## src/rtl/controle_multiciclo.sv

```systemverilog
// Multi-cycle MIPS-style control unit: Moore FSM driving datapath controls
// plus a retired-instruction counter.
module controle_multiciclo #(
  parameter int COUNT_W = 16
) (
  input  logic               clk,
  input  logic               rst_n,
  input  logic [5:0]         operacao,
  input  logic               mem_ready,
  output logic               PCWrite,
  output logic               PCWriteCond,
  output logic               IorD,
  output logic               MemRead,
  output logic               MemWrite,
  output logic               MemtoReg,
  output logic               IRWrite,
  output logic               ALUSrcA,
  output logic               RegWrite,
  output logic               RegDst,
  output logic [1:0]         PCSource,
  output logic [1:0]         ALUOp,
  output logic [1:0]         ALUSrcB,
  output logic [3:0]         estado,
  output logic               erro,
  output logic [COUNT_W-1:0] instr_count
);

  typedef enum logic [3:0] {
    FETCH     = 4'd0,
    DECODE    = 4'd1,
    MEM_ADDR  = 4'd2,
    MEM_READ  = 4'd3,
    MEM_WB    = 4'd4,
    MEM_WRITE = 4'd5,
    R_EXEC    = 4'd6,
    R_WB      = 4'd7,
    BRANCH    = 4'd8,
    JUMP      = 4'd9,
    ADDI_EXEC = 4'd10,
    ADDI_WB   = 4'd11,
    ILLEGAL   = 4'd12
  } state_t;

  localparam logic [5:0] OP_R    = 6'b000000;
  localparam logic [5:0] OP_LW   = 6'b100011;
  localparam logic [5:0] OP_SW   = 6'b101011;
  localparam logic [5:0] OP_BEQ  = 6'b000100;
  localparam logic [5:0] OP_J    = 6'b000010;
  localparam logic [5:0] OP_ADDI = 6'b001000;

  state_t             state_q, state_d;
  logic [5:0]         op_q, op_d;
  logic [COUNT_W-1:0] cnt_q, cnt_d;
  logic               retire;

  always_ff @(posedge clk or negedge rst_n) begin
    if (!rst_n) begin
      state_q <= FETCH;
      op_q    <= '0;
      cnt_q   <= '0;
    end else begin
      state_q <= state_d;
      op_q    <= op_d;
      cnt_q   <= cnt_d;
    end
  end

  always_comb begin
    state_d     = FETCH;
    op_d        = op_q;
    retire      = 1'b0;
    PCWrite     = 1'b0;
    PCWriteCond = 1'b0;
    IorD        = 1'b0;
    MemRead     = 1'b0;
    MemWrite    = 1'b0;
    MemtoReg    = 1'b0;
    IRWrite     = 1'b0;
    ALUSrcA     = 1'b0;
    RegWrite    = 1'b0;
    RegDst      = 1'b0;
    PCSource    = 2'b00;
    ALUOp       = 2'b00;
    ALUSrcB     = 2'b00;
    erro        = 1'b0;
    case (state_q)
      FETCH: begin
        MemRead = 1'b1;
        ALUSrcB = 2'b01;
        IRWrite = mem_ready;
        PCWrite = mem_ready;
        state_d = mem_ready ? DECODE : FETCH;
      end
      DECODE: begin
        ALUSrcB = 2'b11;
        op_d    = operacao;
        unique case (1'b1)
          operacao == OP_R:    state_d = R_EXEC;
          operacao == OP_LW,
          operacao == OP_SW:   state_d = MEM_ADDR;
          operacao == OP_BEQ:  state_d = BRANCH;
          operacao == OP_J:    state_d = JUMP;
          operacao == OP_ADDI: state_d = ADDI_EXEC;
          default:             state_d = ILLEGAL;
        endcase
      end
      MEM_ADDR: begin
        ALUSrcA = 1'b1;
        ALUSrcB = 2'b10;
        state_d = (op_q == OP_LW) ? MEM_READ : MEM_WRITE;
      end
      MEM_READ: begin
        MemRead = 1'b1;
        IorD    = 1'b1;
        state_d = mem_ready ? MEM_WB : MEM_READ;
      end
      MEM_WB: begin
        RegWrite = 1'b1;
        MemtoReg = 1'b1;
        retire   = 1'b1;
      end
      MEM_WRITE: begin
        MemWrite = 1'b1;
        IorD     = 1'b1;
        retire   = mem_ready;
        state_d  = mem_ready ? FETCH : MEM_WRITE;
      end
      R_EXEC: begin
        ALUSrcA = 1'b1;
        ALUOp   = 2'b10;
        state_d = R_WB;
      end
      R_WB: begin
        RegWrite = 1'b1;
        RegDst   = 1'b1;
        retire   = 1'b1;
      end
      BRANCH: begin
        ALUSrcA     = 1'b1;
        ALUOp       = 2'b01;
        PCWriteCond = 1'b1;
        PCSource    = 2'b01;
        retire      = 1'b1;
      end
      JUMP: begin
        PCWrite  = 1'b1;
        PCSource = 2'b10;
        retire   = 1'b1;
      end
      ADDI_EXEC: begin
        ALUSrcA = 1'b1;
        ALUSrcB = 2'b10;
        state_d = ADDI_WB;
      end
      ADDI_WB: begin
        RegWrite = 1'b1;
        retire   = 1'b1;
      end
      ILLEGAL: erro = 1'b1;
      default: state_d = FETCH;
    endcase
    cnt_d = cnt_q + {{(COUNT_W-1){1'b0}}, retire};
    // Held in reset the FSM sits in FETCH, so mask its enables off.
    if (!rst_n) begin
      PCWrite     = 1'b0;
      PCWriteCond = 1'b0;
      IRWrite     = 1'b0;
      MemRead     = 1'b0;
      MemWrite    = 1'b0;
      RegWrite    = 1'b0;
      erro        = 1'b0;
    end
  end

  assign estado      = state_q;
  assign instr_count = cnt_q;

endmodule

```

## config.mk

```make
export PLATFORM = sky130hd
export DESIGN_NAME = controle_multiciclo
export DESIGN_NICKNAME = d
export VERILOG_FILES = /design/src/rtl/controle_multiciclo.sv
export SDC_FILE = /design/constraint.sdc
export NUM_CORES = 1
export LEC_CHECK = 0
export ABC_AREA = 1
export BUFFER_PORTS_ARGS = -buffer_cell sky130_fd_sc_hd__buf_4
export CORE_ASPECT_RATIO = 0.5
export CORE_MARGIN = 2
export CORE_UTILIZATION = 50
export DETAILED_ROUTE_END_ITERATION = 6
export GPL_TIMING_DRIVEN = 0
export MAX_ROUTING_LAYER = met4
export PLACE_DENSITY = 0.78
export SLEW_MARGIN = 10
export SYNTH_ARGS = -nofsm -noshare
export SYNTH_HDL_FRONTEND = slang
export SYNTH_SLANG_ARGS = --single-unit
export TNS_END_PERCENT = 20
```

## constraint.sdc

```tcl
create_clock -name clk -period 4.4 [get_ports clk]
set_input_delay 0.44 -clock clk [delete_from_list [all_inputs] [get_ports clk]]
set_output_delay 0.44 -clock clk [all_outputs]
set_load 0.01 [all_outputs]
```

## After elaboration in Yosys (flattened, before gate mapping)

Index checks and enable logic that the tools add are counted.

| word-level totals | value |
|---|---|
| register bits | 26 |
| bits of input ports | 9 |
| output and inout bits | 37 |
| logic and storage cells | 59 |

| operators by class | value |
|---|---|
| add/sub/neg operators | 1 |
| equality and inequality tests | 18 |
| mux-type cells | 28 |
| reduce and logical (&&, ||, !) cells | 9 |

Operators by type and width:

| cell | number |
|---|---|
| $pmux W4 S7 | 1 |
| $eq A4 B4 Y1 const B | 5 |
| $pmux W4 S5 | 1 |
| $eq A6 B6 Y1 const B | 3 |
| $mux W1 | 18 |
| $add A16 B1 Y16 | 1 |
| $eq A4 B3 Y1 const B | 4 |
| $mux W3 | 3 |
| $eq A4 B2 Y1 const B | 2 |
| $pmux W2 S2 | 2 |
| $reduce_or A2 Y1 | 4 |
| $eq A6 B2 Y1 const B | 1 |
| $eq A6 B3 Y1 const B | 1 |
| $eq A6 B4 Y1 const B | 1 |
| $logic_not A6 Y1 | 1 |
| $pmux W2 S3 | 1 |
| $reduce_or A5 Y1 | 1 |
| $eq A4 B1 Y1 const B | 1 |
| $logic_not A4 Y1 | 1 |
| $pmux W1 S2 | 2 |
| $reduce_or A4 Y1 | 1 |
| $reduce_or A3 Y1 | 1 |

## Longest topological paths before layout

Gate-level depths: netlist (run 1).

| depth | value |
|---|---|
| word-level depth | 4 |
| depth in mapped cells | 12 |
| gate-level depth less buffers | 12 |

## Worst setup path before layout (run 1)

OpenSTA, ideal clock, no wires.

| path | value |
|---|---|
| kind | reg-to-reg |
| start point | register state_q[1] (netlist: estado[1]) |
| end point | register cnt_q[12] (netlist: instr_count[12]) |
| library setup time | 123 ps |
| arrival | 1904 ps |
| data required time | 4277 ps |
| slack | 2373 ps |
| cell stages (with the launch flop) | 12 |
| path buffers | 1 |
| clock period less this slack | 2027 ps |
| path through | dfrtp_1 or2_0 buf_2 a21oi_1 a21oi_1 o21ai_0 ha_1 ha_1 inv_1 nor2_1 nand3_1 xor2_1 |

| between the ends | value |
|---|---|
| longest elaborated chain between the ends | 4 |
| elaborated cells on any way between the ends | 9 |
| classes of those cells | 1 x add/sub; 6 x eq/ne; 1 x mux; 1 x reduce/logical |

RTL lines:

| element | RTL line | source |
|---|---|---|
| from (decl) | 51 | `state_t state_q, state_d;` |
| from (signal assigned) | 62 | `state_q <= state_d;` |
| $eq A4 B4 Y1 or $eq A4 B3 Y1 (tied branches) | 86 | `case (state_q)` |
| $reduce_or A5 Y1 (no line) | n/a |  |
| $pmux W1 S2 (*) | 86 |  |
| $add A16 B1 Y16 (*) | 162 | `cnt_d = cnt_q + {{(COUNT_W-1){1'b0}}, retire};` |
| named net cnt_d[12] | 53 | `logic [COUNT_W-1:0] cnt_q, cnt_d;` |
| to (signal assigned) | 64 | `cnt_q <= cnt_d;` |
| to (decl) | 53 |  |

The timed path passes the listed nets; every way through them passes the cells marked *.
A chain may end at the register's enable or synchronous reset.

## Worst setup path in the final report (run 1)

Same ends and word-level chain as after synthesis.

==> summary.txt, run 1 <==
Place
  – Buffers on Ports: 45
  – HPWL Detailed: 2.594 mm
  – Placed cell area: 1872 sq um
  – GPL Wtd Cong: 0.8221
  – Post-Place Worst Slack: 2.207 ns

Synthesis
  – Avg Inst Size Synth: 7.293 sq um
  – Yosys cell types: 22
  – Top-area cell type share of the netlist area: 0.4373
  – Yosys warnings: 0
  – Seq/Total Area, Yosys: 0.4373
  – Syn Inst Count: 204
  – Syn Nets: 215
  – Synth area leaders: dfrtp_1, nand2_1, nor2_1
  – Yosys top cell by area: dfrtp_1
  – Yosys reg bits: 26
  – Mapped cell area: 1488 sq um

Timing
  – Setup TNS: 0 ns
  – Setup violations, final: 0
  – Measured slew at the worst slew-check pin: 0.3659 ns
  – Max_slew headroom: 0.7542
  – Final worst setup slack: 2.202 ns
  – Max Transition Viols Final: 0
  – Clock Skew: 0.008777 ns
  – Fin crit share: 0.4995
  – RSZ-0062 raised after global routing: no
  – Highest clock rate: 455.0 MHz
  – Tmin final: 2.198 ns
  – Hold Fails Final Rpt: 0

Clocking
  – Max Root-Sink Buffers: 2
  – H-tree depth: 1
  – Number of buffers created by CTS: 3
  – Clock tree from TritonCTS: yes
  – Post-CTS Setup Inserts: 0
  – Post-cts resize count: 0
  – CTS Hold Buffers Added: 0
  – Sink Count: 26
  – Worst-Skew Late Latency: 0.27 ns
  – Clk pin slew, worst setup/hold paths: 0.09 ns
  – Clk root buf: clkbuf_8

Routing
  – Met2 routed WL: 1.641 mm
  – M1 wire length: 1.515 mm
  – Routed WL per cell: 11.38 um
  – DRC errors left: 0
  – DRT antenna net count: 0
  – DR vias/cell: 4.897
  – Initial DRC count: 51
  – Final WL: 3.300 mm
  – DR WL met3: 127 um
  – Top Layer Used: met4
  – Initial DRT Pass Iterations: 4
  – DR vias: 1420

Flow run
  – Max-cap violations: 0

Power and ir drop
  – Internal power: 0.0006295 W
  – Net Sw Frac: 0.3909
  – Net Sw Power: 0.0004040 W
  – Logic pwr share: 0.445
  – Peak VDD IR: 0.2751 mV
  – Leakage power total: 1.021 nW
  – Power Dens Cells: 531.9 nW/um^2
  – Register share of total power: 0.364
  – Clock network power share: 0.191

Critical path
  – Startpoint types: flip-flop
  – Crit end category: flip-flop
  – Reg2reg end: instr_count[12]
  – CP Max Fanout: 7
  – WS Path Type: flip-flop to flip-flop
  – Crit path arrival time: 2.37 ns
  – Worst r2r src: estado[1]
  – FF-to-FF setup slack: 2.20 ns
  – Worst reg2reg path depth: 11
  – CP required: 4.57 ns

GRT
  – Remaining Overflow, GRT: 0
  – Largest net degree at the start of global routing: 30
  – Initial antenna violation count: 0
  – GRT Total Usage: 0.2114
  – Vias in the first global route: 1286
  – Global-route wire length before repair: 5.547 mm

Cells and area
  – Antenna Cells: 0
  – Layout net count: 265
  – Core utilization of the finished layout: 0.7153
  – Proportion of layout cells with a drive suffix above 1: 0.2411
  – Fin area: 1943 sq um
  – Area growth from synthesis to layout: 30.61%

Floorplan
  – Die width: 81.14 um
  – Die area: 3454 sq um
  – Initial Util: 0.5477
  – Row Count: 13
  – CORE AREA: 2716 sq um
  – I/O Pins: 46
  – Die Ht: 42.57 um

Worst hold path
  – Min-Delay Path Class: primary input to asynchronous set/reset pin

Outcome
  – Status: completed
[flip-flops by register name (all words and copies together) (netlist names)]
register,cells
instr_count,16
estado,4
op_q,6
[stage by stage]
stage	hold slack (ns)	power [W]	instances
after floorplan	0.1444	0.0006422	204
after global placement	0.3727	0.0008278	286
after detailed placement	0.3759	0.0008438	286
after CTS	0.07260	0.001044	290
after global routing	0.07895	0.001114	290
final	0.06553	0.001034	290
[synthesized netlist by cell type (all sizes together)]
master / instances
nand2: 55
nor2: 38
inv: 31
dfrtp: 26
nand3: 13
o21ai: 13
nor3: 7
xor2: 7
nand4: 3
xnor2: 3
a21oi: 2
ha: 2
a211oi: 1
buf: 1
o22ai: 1
or2: 1
[how the worst max path moves through the flow]
stage	slack, ns	startpoint	endpoint	depth (start not counted)
final	2.20	estado[1]	instr_count[12]	11
after global routing	1.98	estado[1]	instr_count[12]	11
after CTS	2.20	estado[1]	instr_count[12]	11
after detailed placement	2.21	estado[1]	instr_count[12]	11
after global placement	2.21	estado[1]	instr_count[12]	11
after floorplan	2.37	estado[1]	instr_count[12]	11
[area by class of cell]
class | count | area, sq um
tap | 37 | 46.29
clock buffer | 3 | 41.29
fill | 221 | 773.2
timing repair buffer | 45 | 337.8
buffer | 1 | 5.005
inverter | 31 | 116.4
clock inverter | 1 | 30.03
sequential | 26 | 650.6
multi-input combinational | 146 | 715.7
[power by group through the flow]
stage | Clock, W | Sequential, W | Combinational [W]
after floorplan | 0 | 0.000392 | 0.000250
after global placement | 0 | 0.000376 | 0.000452
after detailed placement | 0 | 0.000380 | 0.000464
after CTS | 0.000202 | 0.000376 | 0.000465
after global routing | 0.000215 | 0.000385 | 0.000514
final | 0.000198 | 0.000376 | 0.000460
[cell usage in the layout, fill, tap and decap left out, types with 2 or more instances in the layout]
cell / netlist / routed
a21oi_1: 2 / 2
buf_4: 0 / 45
clkbuf_8: 0 / 3
dfrtp_1: 26 / 26
ha_1: 2 / 2
inv_1: 28 / 28
inv_2: 3 / 3
nand2_1: 54 / 54
nand3_1: 13 / 13
nand4_1: 3 / 3
nor2_1: 33 / 33
nor2_2: 2 / 2
nor2_4: 3 / 3
nor3_1: 5 / 5
nor3_2: 2 / 2
o21ai_0: 9 / 9
o21ai_1: 4 / 4
xnor2_1: 3 / 3
xor2_1: 7 / 7
[cell families (layout without fill, tap and decap cells)]
family / Yosys count / count (layout) / share of synthesized area
and+or+nand+nor: 117 / 117 / 0.3457
xor gates and xnor gates: 10 / 10 / 0.05888
AOI/OAI and AO/OA: 17 / 17 / 0.05972
buffers and inverters: 32 / 81 / 0.08158
adders and majority gates: 2 / 2 / 0.01682
DFF: 26 / 26 / 0.4373
[worst max-delay path: stages, from the launching register on]
cell and delay (ns):
dfrtp_1 0.42, or2_0 0.22, buf_2 0.16, a21oi_1 0.16
a21oi_1 0.06, o21ai_0 0.08, ha_1 0.20, ha_1 0.23
inv_1 0.05, nor2_1 0.23, nand3_1 0.13, xor2_1 0.15
[routing by layer]
| layer | global-route usage | vias up |
|---|---|---|
| met5 | - | - |
| met4 | 0.05085 | 0 |
| met3 | 0.04526 | 2 |
| met2 | 0.3686 | 32 |
| met1 | 0.2507 | 649 |
| li1 | - | 737 |
(Power assumes the default switching activity.)
==> run 2, diff against run 1 <==
--- a/config.mk
+++ b/config.mk
@@ -9,11 +9,11 @@
 export BUFFER_PORTS_ARGS = -buffer_cell sky130_fd_sc_hd__buf_4
 export CORE_ASPECT_RATIO = 0.5
 export CORE_MARGIN = 2
-export CORE_UTILIZATION = 50
+export CORE_UTILIZATION = 46
 export DETAILED_ROUTE_END_ITERATION = 6
 export GPL_TIMING_DRIVEN = 0
 export MAX_ROUTING_LAYER = met4
-export PLACE_DENSITY = 0.78
+export PLACE_DENSITY = 0.76
 export SLEW_MARGIN = 10
 export SYNTH_ARGS = -nofsm -noshare
 export SYNTH_HDL_FRONTEND = slang
==> constraint.sdc (replaced) <==
create_clock -name clk -period 1.86 [get_ports clk]
set_input_delay 0.186 -clock clk [delete_from_list [all_inputs] [get_ports clk]]
set_output_delay 0.186 -clock clk [all_outputs]
set_load 0.01 [all_outputs]
==> run 2 against run 1 <==
  * The run now ends with negative setup slack left
  * Clock skew rose by 0.0047 ns
  * Power rose to 2.5 times the previous value
  * Fmax rose by 18%
  * Setup slack got worse by 2.2 ns
  * Clock-buffer cell count did not move
  * Sequential share of layout area fell by 2.3 points
  * Worst hold slack improved by 0.078 ns
  * First-iteration DRC count rose by 5.9%
  * Routed wire length rose by 2.3%
  * Core utilization fell by 2.8 points
  * Combinational power rose to 2.7 times the previous value
  * Die area rose by 8.1%
  * Critical path type unchanged
  * Critical endpoint is now instr_count[13]
  * Highest routed layer unchanged
==> summary.txt, run 2 (same netlist as run 1, synthesis figures left out) <==
Timing
  – Max Transition Viols Final: 0 (unchanged)
  – Measured slew at the worst slew-check pin: 0.3373 ns (-0.02853 ns)
  – Setup violations, final: 1 (+1)
  – Tmin final: 1.870 ns (-0.3274 ns)
  – Max_slew headroom: 0.7734 (+0.01917)
  – Clock Skew: 0.01351 ns (+0.004729 ns)
  – Final worst setup slack: -0.01017 ns (-2.213 ns)
  – Highest clock rate: 534.7 MHz (+18%)
  – Setup TNS: -0.01017 ns (-0.01017 ns)
  – Fin crit share: 1.005 (+0.5060)
  – RSZ-0062 raised after global routing: yes
  – Hold Fails Final Rpt: 0 (unchanged)

Clocking
  – Sink Count: 26 (unchanged)
  – Clk root buf: clkbuf_8
  – Clk pin slew, worst setup/hold paths: 0.10 ns (about the same)
  – Worst-Skew Late Latency: 0.28 ns (about the same)
  – Clock tree from TritonCTS: yes
  – Max Root-Sink Buffers: 2 (unchanged)
  – H-tree depth: 1 (unchanged)
  – Number of buffers created by CTS: 3 (unchanged)

Routing
  – DR vias/cell: 4.824 (-1.5%)
  – DRT antenna net count: 0 (unchanged)
  – DRC errors left: 0 (unchanged)
  – DR vias: 1452 (+2.3%)
  – Routed WL per cell: 11.22 um (-1.4%)
  – Initial DRT Pass Iterations: 4 (unchanged)
  – Final WL: 3.377 mm (+2.3%)
  – Initial DRC count: 54 (+5.9%)

Cells and area
  – Core utilization of the finished layout: 0.6876 (-0.02774)
  – Layout net count: 273 (+3.0%)
  – Fin area: 2096 sq um (+7.9%)
  – Area growth from synthesis to layout: 40.87%
  – Max reg flops: 16 (unchanged)
  – Antenna Cells: 0 (unchanged)
  – Most frequent cells in the layout: buf_4, nand2_1, nor2_1
  – Proportion of layout cells with a drive suffix above 1: 0.3180 (+0.07690)
  – Filler cell count: 249 (+13%)
  – Most common cell after layout, fill and taps aside: buf_4

GRT
  – Global-route wire length before repair: 5.499 mm (-0.87%)
  – Met2 Track Usage GR: 0.3381 (-0.03050)
  – Met3 usage in global routing: 0.02799 (-0.01727)
  – Largest net degree at the start of global routing: 27 (-10%)
  – Met1 global-route usage: 0.2335 (-0.01718)
  – Initial antenna violation count: 0 (unchanged)
  – GR peak layer: met2
  – GRT Total Usage: 0.1924 (-0.01902)
  – Vias in the first global route: 1276 (-0.78%)
  – Remaining Overflow, GRT: 0 (unchanged)

Outcome
  – Failing checks: negative setup slack
  – Status: finished, violations left

Critical path
  – Worst Path Buf+Inv: 0 (-2)
  – FF-to-FF setup slack: -0.01 ns (-2.21 ns)
  – Worst path depth: 10 (-1)
  – Startpoint types: flip-flop
  – Worst r2r src: estado[1]
  – CP startpoint: estado[1]
  – CP Max Fanout: 3 (-4)
  – WS Path Type: flip-flop to flip-flop
  – Critical-path cell list: or2_1 -> a21oi_2 -> a21oi_1 -> o21ai_1 -> ha_2 -> nand3_4 -> nor3_4 -> nand3_1 -> nand2_1 -> nand2_1
  – Reg2reg end: instr_count[13]
  – Crit path largest cell delay: 0.41 ns (about the same)
  – CP max-delay cell: dfrtp_1
  – Worst reg2reg path depth: 10 (-1)
  – CP required: 2.04 ns (-2.53 ns)
  – Worst Setup EP: instr_count[13]
  – Crit path arrival time: 2.05 ns (-0.32 ns)
  – Crit end category: flip-flop
  – Most frequent CP cell: nand2_1
  – Crit path max-delay family: simple AND/OR/NAND/NOR gates

Place
  – Buffers on Ports: 45 (unchanged)
  – Post-Place Worst Slack: -0.2264 ns (-2.433 ns)
  – HPWL Detailed: 2.510 mm (-3.2%)
  – GPL Wtd Cong: 0.8751 (+6.4%)
  – Placed cell area: 1897 sq um (+1.3%)

Floorplan
  – Initial Util: 0.4881 (-0.05958)
  – Die Ht: 44.21 um (+3.9%)
  – CORE AREA: 3048 sq um (+12%)
  – Die area: 3732 sq um (+8.1%)
  – I/O Pins: 46 (unchanged)
  – Die width: 84.43 um (+4.0%)
  – Row Count: 14 (+1)

Power and ir drop
  – Leakage power total: 1.081 nW (+5.8%)
  – Power Dens Cells: 1240 nW/um^2 (+130%)
  – Peak VDD IR: 0.7510 mV (+170%)

Worst hold path
  – Min-Delay Path Class: primary input to flip-flop

Flow run
  – Max-cap violations: 0 (unchanged)
==> run 2: final cells by class <==
cell class / count / area [sq um] / area share
clock buffer: 3 / 41.29 / 0.01970
multi-input combinational: 146 / 780.7 / 0.3725
timing repair buffer: 54 / 424.2 / 0.2024
clock inverter: 1 / 30.03 / 0.01433
inverter: 31 / 116.4 / 0.05552
sequential: 26 / 653.1 / 0.3116
tap: 40 / 50.05 / 0.02388
==> run 2: metal layers <==
layer  share of wire  vias to the layer above
met2            0.49                       30
met4          0.0068                        0
met5               0                        -
met1            0.47                      668
met3           0.033                        2
li1                -                      752
==> run 2: worst min-delay path by stage <==
stage	slack (ns)	endpoint	from	depth (start not counted)
2_1_floorplan	-0.11	estado[0]	rst_n	0
3_3_place_gp	0.13	estado[3]	rst_n	1
3_5_place_dp	0.12	estado[3]	rst_n	1
4_1_cts	0.14	op_q[1]	operacao[1]	3
5_1_grt	0.16	op_q[1]	operacao[1]	3
6_report	0.14	op_q[1]	operacao[1]	3
==> run 2: where the power goes <==
group	switching (W)	internal, W	leakage (nW)
clock network	0.000180	0.000288	0.0357
registers	0.000159	0.000741	0.320
logic	0.000685	0.000546	0.725
==> run 2: timing repair <==
action	in CTS	in global routing
buffers inserted	4	3
hold buffers	2	0
endpoints found under the setup margin	10	15
endpoints found under the hold margin	26	0
gates resized for setup	13	8
pin swaps	7	12
==> run 2: stage by stage <==
step / std cells / hold slack [ns] / total power, W
floorplan: 204 / -0.1096 / 0.001551
detailed placement: 289 / 0.1239 / 0.002014
CTS: 299 / 0.1385 / 0.002565
finish: 301 / 0.1434 / 0.002598
global route: 301 / 0.1590 / 0.002797
global placement: 289 / 0.1252 / 0.001985
==> run 2: tightest hold or removal path, delay by kind of cell <==
kind	cells	cell delay, ns
and+or+nand+nor	2	0.10
buffers and inverters	1	0.09
